==> config.mk <==
export PLATFORM = sky130hd
export DESIGN_NAME = sobel_lb_ctrl_flat
export DESIGN_NICKNAME = d
export VERILOG_FILES = /design/src/rtl/sobel_lb_ctrl_if.sv /design/src/rtl/sobel_lb_ctrl.sv /design/src/flat_wrapper.sv
export SDC_FILE = /design/constraint.sdc
export NUM_CORES = 1
export LEC_CHECK = 0
export ABC_CLOCK_PERIOD_IN_PS = 3000
export CELL_PAD_IN_SITES_DETAIL_PLACEMENT = 1
export CELL_PAD_IN_SITES_GLOBAL_PLACEMENT = 1
export CORE_MARGIN = 2
export CORE_UTILIZATION = 45
export DETAILED_ROUTE_END_ITERATION = 6
export PLACE_DENSITY_LB_ADDON = 0.1
export SLEW_MARGIN = 0
export SYNTH_ARGS = -nofsm -noshare
export SYNTH_HDL_FRONTEND = slang
export SYNTH_SLANG_ARGS = --single-unit
==> constraint.sdc <==
create_clock -name clk -period 3 [get_ports clk]
set_input_delay 0.6 -clock clk [delete_from_list [all_inputs] [get_ports clk]]
set_output_delay 0.6 -clock clk [all_outputs]
set_load 0.05 [all_outputs]
==> src/rtl/sobel_lb_ctrl_if.sv <==
// Port bundle for sobel_lb_ctrl: incoming video timing, line-FIFO controls and the 3x3 window strobe.
// The video source is the master; the sequencer uses the slave view.
interface sobel_lb_ctrl_if #(
  parameter int XW = 11,
  parameter int YW = 10
);
  logic          pix_vs;
  logic          pix_de;
  logic [7:0]    pix_data;
  logic          lb_rst;
  logic [7:0]    lb_wr_data;
  logic          lb0_wr_en;
  logic          lb0_rd_en;
  logic          lb1_wr_en;
  logic          lb1_rd_en;
  logic          win_de;
  logic [XW-1:0] win_x;
  logic [YW-1:0] win_y;
  logic          win_border;
  logic          line_err;
  logic          frame_done;

  modport master (
    output pix_vs, pix_de, pix_data,
    input  lb_rst, lb_wr_data, lb0_wr_en, lb0_rd_en, lb1_wr_en, lb1_rd_en,
    input  win_de, win_x, win_y, win_border, line_err, frame_done
  );

  modport slave (
    input  pix_vs, pix_de, pix_data,
    output lb_rst, lb_wr_data, lb0_wr_en, lb0_rd_en, lb1_wr_en, lb1_rd_en,
    output win_de, win_x, win_y, win_border, line_err, frame_done
  );
endinterface

==> src/rtl/sobel_lb_ctrl.sv <==
// Line-buffer sequencer for the Sobel stage: tracks frame/line/column, drives both line FIFOs and the window strobe.
// Optional feature macro SOBEL_LB_BORDER_EN: when defined win_border flags edge windows, otherwise it is tied low.
module sobel_lb_ctrl #(
  parameter int H_PIXELS     = 1280,
  parameter int V_LINES      = 720,
  parameter int FLUSH_CYCLES = 4,
  parameter int XW           = 11,
  parameter int YW           = 10
) (
  input  logic           clk,
  input  logic           rst,
  sobel_lb_ctrl_if.slave bus
);
  typedef enum logic [2:0] {IDLE, FLUSH, FILL0, FILL1, RUN} state_t;

  localparam int            FW     = (FLUSH_CYCLES > 1) ? $clog2(FLUSH_CYCLES) : 1;
  localparam logic [FW-1:0] F_LAST = FW'(FLUSH_CYCLES - 1);
  localparam logic [XW-1:0] X_LEN  = XW'(H_PIXELS);
  localparam logic [XW-1:0] X_MAX  = XW'(H_PIXELS - 1);
  localparam logic [YW-1:0] Y_LAST = YW'(V_LINES - 1);

  state_t        state, state_nxt;
  logic          done_nxt;
  logic [FW-1:0] flush_cnt;
  logic          vs_d1, de_d1;
  logic          vs_rise, de_fall;
  logic          active, flush_last, line_bad;
  logic [XW-1:0] col;
  logic          col_ovf;
  logic [YW-1:0] line;
  logic          line_err;
  logic          frame_done;

  logic [7:0]    data_p1;
  logic          wr0_p1, rd0_p1, vld_p1;
  logic [XW-1:0] x_p1;
  logic [YW-1:0] y_p1;
  logic          wr1_p2, vld_p2;
  logic [XW-1:0] x_p2;
  logic [YW-1:0] y_p2;
  logic          vld_p3;
  logic [XW-1:0] x_p3;
  logic [YW-1:0] y_p3;

  function automatic logic [XW-1:0] sat_x(input logic [XW-1:0] c);
    return (c > X_MAX) ? X_MAX : c;
  endfunction

  assign vs_rise    = bus.pix_vs & ~vs_d1;
  assign de_fall    = ~bus.pix_de & de_d1;
  assign active     = (state == FILL0) || (state == FILL1) || (state == RUN);
  assign flush_last = (flush_cnt == F_LAST);
  // A line is bad if it stopped short or ran past H_PIXELS (col saturates, so overrun is flagged separately).
  assign line_bad   = (col != X_LEN) || col_ovf;

  always_comb begin
    state_nxt = state;
    done_nxt  = 1'b0;
    if (vs_rise) begin
      state_nxt = FLUSH;
    end else begin
      case (state)
        FLUSH:   if (flush_last) state_nxt = FILL0;
        FILL0:   if (de_fall) state_nxt = FILL1;
        FILL1:   if (de_fall) state_nxt = RUN;
        RUN: begin
          if (de_fall && (line == Y_LAST)) begin
            state_nxt = IDLE;
            done_nxt  = 1'b1;
          end
        end
        default: state_nxt = state;
      endcase
    end
  end

  always_ff @(posedge clk) begin
    if (rst) begin
      state      <= IDLE;
      flush_cnt  <= '0;
      vs_d1      <= 1'b0;
      de_d1      <= 1'b0;
      col        <= '0;
      col_ovf    <= 1'b0;
      line       <= '0;
      line_err   <= 1'b0;
      frame_done <= 1'b0;
      data_p1    <= '0;
      wr0_p1     <= 1'b0;
      rd0_p1     <= 1'b0;
      vld_p1     <= 1'b0;
      wr1_p2     <= 1'b0;
      vld_p2     <= 1'b0;
      vld_p3     <= 1'b0;
      x_p3       <= '0;
      y_p3       <= '0;
    end else begin
      state      <= state_nxt;
      frame_done <= done_nxt;
      vs_d1      <= bus.pix_vs;
      de_d1      <= bus.pix_de;
      flush_cnt  <= (state == FLUSH && !vs_rise && !flush_last) ? flush_cnt + 1'b1 : '0;

      if (!active || de_fall) begin
        col     <= '0;
        col_ovf <= 1'b0;
      end else if (bus.pix_de) begin
        if (col == X_LEN) col_ovf <= 1'b1;
        else              col     <= col + 1'b1;
      end

      if (state == FLUSH)          line <= '0;
      else if (active && de_fall)  line <= line + 1'b1;

      if (state == FLUSH)                     line_err <= 1'b0;
      else if (active && de_fall && line_bad) line_err <= 1'b1;

      // p1: register pixel and gate enables by the state the pixel arrived in
      data_p1 <= bus.pix_data;
      wr0_p1  <= bus.pix_de & active;
      rd0_p1  <= bus.pix_de & ((state == FILL1) || (state == RUN));
      vld_p1  <= bus.pix_de & (state == RUN);
      // p2: FIFO0 read data lands here (read latency 1)
      wr1_p2  <= rd0_p1;
      vld_p2  <= vld_p1;
      // p3: FIFO1 read data lands here, aligned with the window strobe
      vld_p3  <= vld_p2;
      x_p3    <= x_p2;
      y_p3    <= y_p2;
    end
  end

  always_ff @(posedge clk) begin
    x_p1 <= sat_x(col);
    y_p1 <= line;
    x_p2 <= x_p1;
    y_p2 <= y_p1;
  end

`ifdef SOBEL_LB_BORDER_EN
  logic border_p3;

  function automatic logic is_border(input logic [XW-1:0] x, input logic [YW-1:0] y);
    return (x == '0) || (x == X_MAX) || (y == YW'(2)) || (y == Y_LAST);
  endfunction

  always_ff @(posedge clk) begin
    if (rst) border_p3 <= 1'b0;
    else     border_p3 <= vld_p2 & is_border(x_p2, y_p2);
  end

  assign bus.win_border = border_p3;
`else
  assign bus.win_border = 1'b0;
`endif

  assign bus.lb_rst     = (state == FLUSH);
  assign bus.lb_wr_data = data_p1;
  assign bus.lb0_wr_en  = wr0_p1;
  assign bus.lb0_rd_en  = rd0_p1;
  assign bus.lb1_wr_en  = wr1_p2;
  assign bus.lb1_rd_en  = vld_p2;
  assign bus.win_de     = vld_p3;
  assign bus.win_x      = x_p3;
  assign bus.win_y      = y_p3;
  assign bus.line_err   = line_err;
  assign bus.frame_done = frame_done;
endmodule

==> src/flat_wrapper.sv <==
// flat-port wrapper written by rule: the top's interface ports become plain ports
module sobel_lb_ctrl_flat 
#(
  parameter int H_PIXELS     = 1280,
  parameter int V_LINES      = 720,
  parameter int FLUSH_CYCLES = 4,
  parameter int XW           = 11,
  parameter int YW           = 10
)
  (clk, rst, bus_pix_vs, bus_pix_de, bus_pix_data, bus_lb_rst, bus_lb_wr_data, bus_lb0_wr_en, bus_lb0_rd_en, bus_lb1_wr_en, bus_lb1_rd_en, bus_win_de, bus_win_x, bus_win_y, bus_win_border, bus_line_err, bus_frame_done);
  sobel_lb_ctrl_if #(.XW(XW), .YW(YW)) bus_i ();
  input  logic clk;
  input  logic rst;
  input wire logic [$bits(bus_i.pix_vs)-1:0] bus_pix_vs;
  input wire logic [$bits(bus_i.pix_de)-1:0] bus_pix_de;
  input wire logic [$bits(bus_i.pix_data)-1:0] bus_pix_data;
  output wire logic [$bits(bus_i.lb_rst)-1:0] bus_lb_rst;
  output wire logic [$bits(bus_i.lb_wr_data)-1:0] bus_lb_wr_data;
  output wire logic [$bits(bus_i.lb0_wr_en)-1:0] bus_lb0_wr_en;
  output wire logic [$bits(bus_i.lb0_rd_en)-1:0] bus_lb0_rd_en;
  output wire logic [$bits(bus_i.lb1_wr_en)-1:0] bus_lb1_wr_en;
  output wire logic [$bits(bus_i.lb1_rd_en)-1:0] bus_lb1_rd_en;
  output wire logic [$bits(bus_i.win_de)-1:0] bus_win_de;
  output wire logic [$bits(bus_i.win_x)-1:0] bus_win_x;
  output wire logic [$bits(bus_i.win_y)-1:0] bus_win_y;
  output wire logic [$bits(bus_i.win_border)-1:0] bus_win_border;
  output wire logic [$bits(bus_i.line_err)-1:0] bus_line_err;
  output wire logic [$bits(bus_i.frame_done)-1:0] bus_frame_done;
  assign bus_i.pix_vs = bus_pix_vs;
  assign bus_i.pix_de = bus_pix_de;
  assign bus_i.pix_data = bus_pix_data;
  assign bus_lb_rst = bus_i.lb_rst;
  assign bus_lb_wr_data = bus_i.lb_wr_data;
  assign bus_lb0_wr_en = bus_i.lb0_wr_en;
  assign bus_lb0_rd_en = bus_i.lb0_rd_en;
  assign bus_lb1_wr_en = bus_i.lb1_wr_en;
  assign bus_lb1_rd_en = bus_i.lb1_rd_en;
  assign bus_win_de = bus_i.win_de;
  assign bus_win_x = bus_i.win_x;
  assign bus_win_y = bus_i.win_y;
  assign bus_win_border = bus_i.win_border;
  assign bus_line_err = bus_i.line_err;
  assign bus_frame_done = bus_i.frame_done;
  sobel_lb_ctrl #(.H_PIXELS(H_PIXELS), .V_LINES(V_LINES), .FLUSH_CYCLES(FLUSH_CYCLES), .XW(XW), .YW(YW)) u_core (.clk(clk), .rst(rst), .bus(bus_i));
endmodule
==> metrics.md, run 1 <==
| Metric | Value |
|---|---|
| Number of synthesized flops with an enable pin | `0` |
| Die outline height | `90.7 um` |
| Final clock skew | `0.0124 ns` |
| Peak Freq | `0.385 GHz` |
| Number of warnings issued by yosys | `0` |
| Number of cells in the design after placement | `436` |
| Clk sinks | `108` |
| Most common cell in the synthesized netlist | `sky130_fd_sc_hd__dfxtp_1` |
| Layout Cells excl Fill | `452` |
| Result of the run | `finished, final reports clean` |
| Layout cell share with drive strength beyond 1 | `0.0850` |
| Worst Path Class, Setup | `reg -> out` |
| Async S/R FF share, synth | `0` |
| Seq/Total Area, Yosys | `0.639` |
| Simple-gate share of the synthesized area | `0.194` |
| Post-Syn Nets | `316` |
| Slew at the pin closest to its max-slew limit | `0.593 ns` |
| RSZ-0062 raised after global routing | `false` |
| Number of port buffers | `48` |
| Cell taking the most area after synthesis | `sky130_fd_sc_hd__dfxtp_1` |
| # resized after CTS | `0` |
| Predominant post-synthesis flop cell | `sky130_fd_sc_hd__dfxtp_1` |
| Capturing point of the worst reg2reg path | `u_core.line[7]$_SDFFE_PP0P_` |
| Worst endpoint required time | `2.40 ns` |
| Number of nets in the finished design | `364` |
| Relative contribution of the clock network to total power | `0.369` |
| Period minus WS final | `2.60 ns` |
| Via count normalized by instance count | `4.84` |
| Initial Utilization | `0.466` |
| Worst hold stages | `0` |
| Synth-to-layout area growth | `22.5%` |
| First-pass GRT wire length | `10700 um` |
| Antenna cell count | `0` |
| Die extent in x | `90.7 um` |
| Post-route setup TNS | `0 ns` |
| Synth Cell Area | `0.00338 mm2` |
| Via count of the first global-routing pass | `2239` |
| Number of DRC markers after the initial detailed-route iteration | `47` |
| Flip-flop and latch count after synthesis | `108` |
| Area share of the leading cell type in the synthesized netlist | `0.639` |
| Final routed wire length divided by cell count | `13.5 um` |
| Switching power | `0.557 mW` |
| Total half-perimeter wirelength after legalization and detailed placement | `4320 um` |
| IO Pins | `50` |
| CTS buffer count | `9` |
| Startpoint of the worst hold path | `u_core.y_p1[2]$_DFF_P_` |
| Seq. cell area | `0.00216 mm2` |
| Critical-path maximum fanout | `8` |
| Adder and majority gate portion of the synthesized area | `0.0148` |
| Sequence of cells on the critical path | `nand2b_1 > nor2_1 > clkdlybuf4s50_1` |
| TritonCTS clock tree | `done` |
| Power per cell area | `587 mW/mm2` |
| First-pass detailed-route iteration total | `4` |
| Multiplexer share of the synthesized area | `0.0126` |
| Core Region | `0.00725 mm2` |
| Kind of capture point of the worst setup path | `output port` |
| Mapped Avg Cell Area | `11.3 um2` |
| Detail Route Antenna Nets | `0` |
| Reg2reg path depth | `4` |
| Number of vias in the routed layout | `2189` |
| GRT Util Overall | `0.163` |
| Cell types with the highest counts after synthesis | `sky130_fd_sc_hd__dfxtp_1 (108), sky130_fd_sc_hd__nor2b_1 (37), sky130_fd_sc_hd__nor2_1 (29), sky130_fd_sc_hd__xnor2_1 (13), sky130_fd_sc_hd__nand2_1 (10)` |
| Combinational share of power | `0.037` |
| Kind of launch point of the worst setup path | `flip-flop` |
| Arrival @ worst endpoint | `2.00 ns` |
| Worst IR drop on VDD | `0.000304 V` |
| Maximum number of pins on one net before global-route repair | `33` |
| Deepest clock path buffer count | `2` |
| Hold path endpoint | `u_core.y_p2[2]$_DFF_P_` |
| Ratio of final minimum period to clock period | `0.865` |
| Max Cap Violations | `0` |
| Largest family of logic cells by synthesized area | `simple AND/OR/NAND/NOR gates` |
| Antenna violations before repair | `0` |
| FP Rows | `31` |
| Slowest-stage cell, CP | `sky130_fd_sc_hd__clkdlybuf4s50_1` |
| CTS clk-pin slew, worst paths | `0.11 ns` |
| Internal power summed over all cells | `1.88 mW` |
| Worst hold path type | `reg -> reg` |
| Die area | `0.00822 mm2` |
| Overall Power | `2.43 mW` |
| Xor and xnor area share after synthesis | `0.0388` |
| Setup slack on the worst flop-to-flop path | `1.14 ns` |
| Synth Area in Compound Gates | `0.0707` |
| Remaining DRCs | `0` |
| Global placement routability congestion | `0.816` |
| Final WL | `6120 um` |
| Area taken by multi-input logic gates | `0.00112 mm2` |
| Overflow left after global routing | `0` |
| Max Slew Vio Count | `0` |
| Clock H-tree levels | `3` |
| Top post-synthesis cells by area | `sky130_fd_sc_hd__dfxtp_1 (64%), sky130_fd_sc_hd__nor2b_1 (6.8%), sky130_fd_sc_hd__xnor2_1 (3.4%)` |
| Hold buffer count at cts | `0` |
| Placement Cell Area | `0.00393 mm2` |
| Filler Cells Inserted | `787` |
| Post-CTS setup repair buffer count | `0` |
| Sequential cell fraction of total power | `0.594` |
| Final Setup Violations | `0` |
| Normalized max-slew margin | `0.601` |
| Final Cell Area | `0.00414 mm2` |
| Static power due to leakage | `1.50 nW` |
| Clk root buf | `sky130_fd_sc_hd__clkbuf_8` |
| Biggest cell delay along the critical path | `0.85 ns` |
| Number of endpoints with negative hold slack in the final report | `0` |
| Start of the worst register-to-register path | `u_core.state[1]$_SDFFE_PP0P_` |
| Net switching fraction of the power | `0.229` |
| Number of unique standard cell types used by synthesis | `43` |
| Post-synthesis instance total | `300` |
| Latest clock arrival within the worst-skew pair | `0.37 ns` |
[sequential cells by signal, indices dropped and copies added (netlist names), 2 cells and up]
name and cells:
u_core.x_p2 11, u_core.y_p1 10, u_core.bus.win_x 11, u_core.x_p1 11
u_core.line 10, u_core.state 3, u_core.col 11, u_core.bus.win_y 10
u_core.y_p2 10, u_core.bus.lb_wr_data 8, u_core.flush_cnt 2
[cell families after synthesis]
family,after synthesis
simple gates,120
buf+inv,20
fa+ha+maj,4
flops,108
other cells,1
xor+xnor,15
mux,4
compound gates,28
[placed cells by master (no fill, tap or decap), drive strengths merged, types with 6 or more instances in the layout]
master         instances
dfxtp                108
clkdlybuf4s50         48
nor2b                 37
nor2                  29
xnor2                 13
nand2                 10
nand3                  9
clkbuf                 9
a21oi                  8
inv                    8
nand2b                 6
[power groups by stage]
stage / registers (mW) / logic (mW) / clock network, mW
global route: 1.45 / 0.0968 / 0.995
floorplan: 1.50 / 0.0356 / 0
CTS: 1.45 / 0.0911 / 0.931
global placement: 1.48 / 0.0888 / 0
finish: 1.45 / 0.0900 / 0.897
detailed placement: 1.48 / 0.0907 / 0
[worst max-delay path by stage]
| stage | start | to | slack (ns) | cells past startpoint |
|---|---|---|---|---|
| finish | u_core.state[0]$_SDFFE_PP0P_ | bus_lb_rst | 0.40 | 3 |
| CTS | u_core.state[0]$_SDFFE_PP0P_ | bus_lb_rst | 0.36 | 3 |
| detailed placement | bus_pix_de | u_core.line[7]$_SDFFE_PP0P_ | 0.68 | 5 |
| floorplan | u_core.state[0]$_SDFFE_PP0P_ | bus_lb_rst | 1.19 | 2 |
| global placement | bus_pix_de | u_core.line[7]$_SDFFE_PP0P_ | 0.77 | 5 |
| global route | u_core.state[0]$_SDFFE_PP0P_ | bus_lb_rst | 0.25 | 3 |
[through the flow]
step / hold slack [ns] / setup WS [ns] / util
after floorplan: 0.310 / 1.19 / -
after global placement: 0.311 / 0.772 / 0.542
after detailed placement: 0.313 / 0.683 / 0.542
after CTS: 0.338 / 0.357 / 0.571
after global routing: 0.346 / 0.253 / 0.571
final: 0.337 / 0.404 / 0.571
[worst max-delay path, delay by kind of cell (launching register included)]
kind / cells / cell delay, ns
buffers and inverters: 1 / 0.85
flip-flops: 1 / 0.46
AND/OR/NAND/NOR: 2 / 0.32
[cell type report]
type	count	share of cell area
well taps	99	0.0299
flip-flops and latches	108	0.522
inverters	7	0.00634
multi-input cells	172	0.271
repair buffers	50	0.120
clock buffers	9	0.0299
clock inverters	7	0.0211
[metal layers]
layer / part of all wire / track usage
met4: 0.019 / 0.0769
met3: 0.052 / 0.0451
met2: 0.46 / 0.264
met5: 0 / 0
met1: 0.47 / 0.201
Power figures use the tool's default switching activity.
==> run 2: changes to the inputs <==
- CELL_PAD_IN_SITES_GLOBAL_PLACEMENT: 1 -> 2
- CORE_UTILIZATION: 45 -> 37
==> metrics.md, run 2 (synthesized netlist as in run 1, its figures left out) <==
| Metric | Value |
|---|---|
| Result of the run | `finished, final reports clean (unchanged)` |
| CTS buffer count | `9 (unchanged)` |
| Min setup slack post-route | `0.392 ns (was 0.404 ns)` |
| Die outline height | `99.6 um (was 90.7 um)` |
| Number of DRC markers after the initial detailed-route iteration | `52 (was 47)` |
| Relative contribution of the clock network to total power | `0.363 (was 0.369)` |
| Startpoint of the worst hold path | `u_core.x_p1[8]$_SDFF_PN0_ (was u_core.y_p1[2]$_DFF_P_)` |
| Power per cell area | `581 mW/mm2 (was 587 mW/mm2)` |
| # resized after CTS | `0 (unchanged)` |
| First-pass detailed-route iteration total | `4 (unchanged)` |
| Net switching fraction of the power | `0.241 (was 0.229)` |
| Die extent in x | `99.6 um (was 90.7 um)` |
| Reg2reg path depth | `4 (unchanged)` |
| Total half-perimeter wirelength after legalization and detailed placement | `4070 um (was 4320 um)` |
| Met2 Resource Use GR | `0.196 (was 0.264)` |
| Final WL | `5870 um (was 6120 um)` |
| Top library cells by usage in the layout, fill and taps aside | `sky130_fd_sc_hd__dfxtp_1 (108), sky130_fd_sc_hd__clkdlybuf4s50_1 (48), sky130_fd_sc_hd__nor2b_1 (37) (unchanged)` |
| Commonest non-fill, non-tap cell in the layout | `sky130_fd_sc_hd__dfxtp_1 (unchanged)` |
| Remaining DRCs | `0 (unchanged)` |
| Die area | `0.00992 mm2 (was 0.00822 mm2)` |
| Setup slack on the worst flop-to-flop path | `1.15 ns (was 1.14 ns)` |
| Ratio of final minimum period to clock period | `0.869 (was 0.865)` |
| Synth-to-layout area growth | `22.6% (was 22.5%)` |
| Kind of capture point of the worst setup path | `output port (unchanged)` |
| Worst Path Class, Setup | `reg -> out (unchanged)` |
| Combinational share of power | `0.037 (about the same)` |
| Worst IR drop on VDD | `0.000219 V (was 0.000304 V)` |
| Internal power summed over all cells | `1.83 mW (was 1.88 mW)` |
| Switching power | `0.580 mW (was 0.557 mW)` |
| Normalized max-slew margin | `0.605 (was 0.601)` |
| FP Rows | `34 (was 31)` |
| Number of port buffers | `48 (unchanged)` |
| Static power due to leakage | `1.50 nW (about the same)` |
| Layout cell share with drive strength beyond 1 | `0.0850 (unchanged)` |
| Antenna violations before repair | `0 (unchanged)` |
| Critical-path maximum fanout | `8 (unchanged)` |
| Setup slack after placement | `0.695 ns (was 0.683 ns)` |
| Clock H-tree levels | `3 (unchanged)` |
| Layout Cells excl Fill | `461 (was 452)` |
| Worst endpoint required time | `2.40 ns (about the same)` |
| Max Cap Violations | `0 (unchanged)` |
| Kind of launch point of the worst setup path | `flip-flop (unchanged)` |
| Global placement routability congestion | `0.780 (was 0.816)` |
| Capturing point of the worst reg2reg path | `u_core.line[9]$_SDFFE_PP0P_ (was u_core.line[7]$_SDFFE_PP0P_)` |
| Latest clock arrival within the worst-skew pair | `0.36 ns (was 0.37 ns)` |
| Filler Cells Inserted | `958 (was 787)` |
| First-pass GRT wire length | `10200 um (was 10700 um)` |
| Number of endpoints with negative hold slack in the final report | `0 (unchanged)` |
| GRT Util Overall | `0.131 (was 0.163)` |
| CTS clk-pin slew, worst paths | `0.11 ns (about the same)` |
| Number of cells in the design after placement | `445 (was 436)` |
| Start of the worst register-to-register path | `u_core.state[1]$_SDFFE_PP0P_ (unchanged)` |
| Fraction of the core area covered by cells at the end of the flow | `0.471 (was 0.571)` |
| RSZ-0062 raised after global routing | `false (unchanged)` |
| Post-CTS setup repair buffer count | `0 (unchanged)` |
| Arrival @ worst endpoint | `2.01 ns (was 2.00 ns)` |
| Core Region | `0.00881 mm2 (was 0.00725 mm2)` |
| Deepest clock path buffer count | `2 (unchanged)` |
| GR Util met3 | `0.0295 (was 0.0451)` |
| Clk sinks | `108 (unchanged)` |
| Hold buffer count at cts | `0 (unchanged)` |
| Worst hold path type | `reg -> reg (unchanged)` |
| Via count normalized by instance count | `4.64 (was 4.84)` |
| Initial Utilization | `0.384 (was 0.466)` |
| Worst hold stages | `0 (unchanged)` |
| Antenna cell count | `0 (unchanged)` |
| Number of vias in the routed layout | `2138 (was 2189)` |
| Period minus WS final | `2.61 ns (was 2.60 ns)` |
| Slew at the pin closest to its max-slew limit | `0.587 ns (was 0.593 ns)` |
| IO Pins | `50 (unchanged)` |
| Sequential cell fraction of total power | `0.600 (was 0.594)` |
| Overflow left after global routing | `0 (unchanged)` |
| Worst hold margin | `0.337 ns (about the same)` |
| Post-route setup TNS | `0 ns (unchanged)` |
| Number of nets in the finished design | `364 (unchanged)` |
| Final clock skew | `0.0135 ns (was 0.0124 ns)` |
| Peak Freq | `0.383 GHz (was 0.385 GHz)` |
| Final routed wire length divided by cell count | `12.7 um (was 13.5 um)` |
| Final Setup Violations | `0 (unchanged)` |
| Global route hottest layer | `met2 (unchanged)` |
| TritonCTS clock tree | `done (unchanged)` |
| Met1 track demand over resource in global routing | `0.177 (was 0.201)` |
| Clk root buf | `sky130_fd_sc_hd__clkbuf_8 (unchanged)` |
| Max Slew Vio Count | `0 (unchanged)` |
| Via count of the first global-routing pass | `2076 (was 2239)` |
| Hold path endpoint | `u_core.x_p2[8]$_DFF_P_ (was u_core.y_p2[2]$_DFF_P_)` |
| Detail Route Antenna Nets | `0 (unchanged)` |
| Maximum number of pins on one net before global-route repair | `31 (was 33)` |
==> run 2: how the worst max path moves through the flow <==
stage                                      start                           end  slack (ns)
CTS                 u_core.state[0]$_SDFFE_PP0P_                    bus_lb_rst        0.35
finish              u_core.state[0]$_SDFFE_PP0P_                    bus_lb_rst        0.39
global placement                      bus_pix_de  u_core.state[0]$_SDFFE_PP0P_        0.77
global route        u_core.state[0]$_SDFFE_PP0P_                    bus_lb_rst        0.23
floorplan           u_core.state[0]$_SDFFE_PP0P_                    bus_lb_rst        1.19
detailed placement                    bus_pix_de  u_core.state[0]$_SDFFE_PP0P_        0.70
==> run 2: cell type report <==
cell class | count | area, um2 | area share
Sequential cell | 108 | 2160 | 0.522
Multi-Input combinational cell | 172 | 1120 | 0.271
Timing Repair Buffer | 50 | 495 | 0.120
Clock buffer | 10 | 138 | 0.0332
Tap cell | 108 | 135 | 0.0326
Clock inverter | 6 | 65.1 | 0.0157
Inverter | 7 | 26.3 | 0.00634
==> run 2: power groups by stage <==
stage	clock network (mW)	registers, mW	logic [mW]
after global placement	0	1.48	0.0896
final	0.874	1.45	0.0895
after detailed placement	0	1.48	0.0901
after CTS	0.913	1.45	0.0907
after floorplan	0	1.50	0.0356
after global routing	0.972	1.45	0.0971
==> run 2: per-stage QoR <==
stage | cell area [um2] | power, mW
floorplan | 3380 | 1.53
global placement | 3940 | 1.57
detailed placement | 3940 | 1.57
CTS | 4150 | 2.45
global route | 4150 | 2.52
finish | 4150 | 2.41
==> run 2: critical path, stage by stage (launching register included) <==
cell and delay, ns:
sky130_fd_sc_hd__dfxtp_1 0.46, sky130_fd_sc_hd__nand2b_1 0.10, sky130_fd_sc_hd__nor2_1 0.22, sky130_fd_sc_hd__clkdlybuf4s50_1 0.86
==> run 2: metal layers <==
metal  wire length [um]  up-vias
met5                  0        -
met4                132        0
met3                264       10
met2               2450       56
met1               3030      987
li1                   -     1085
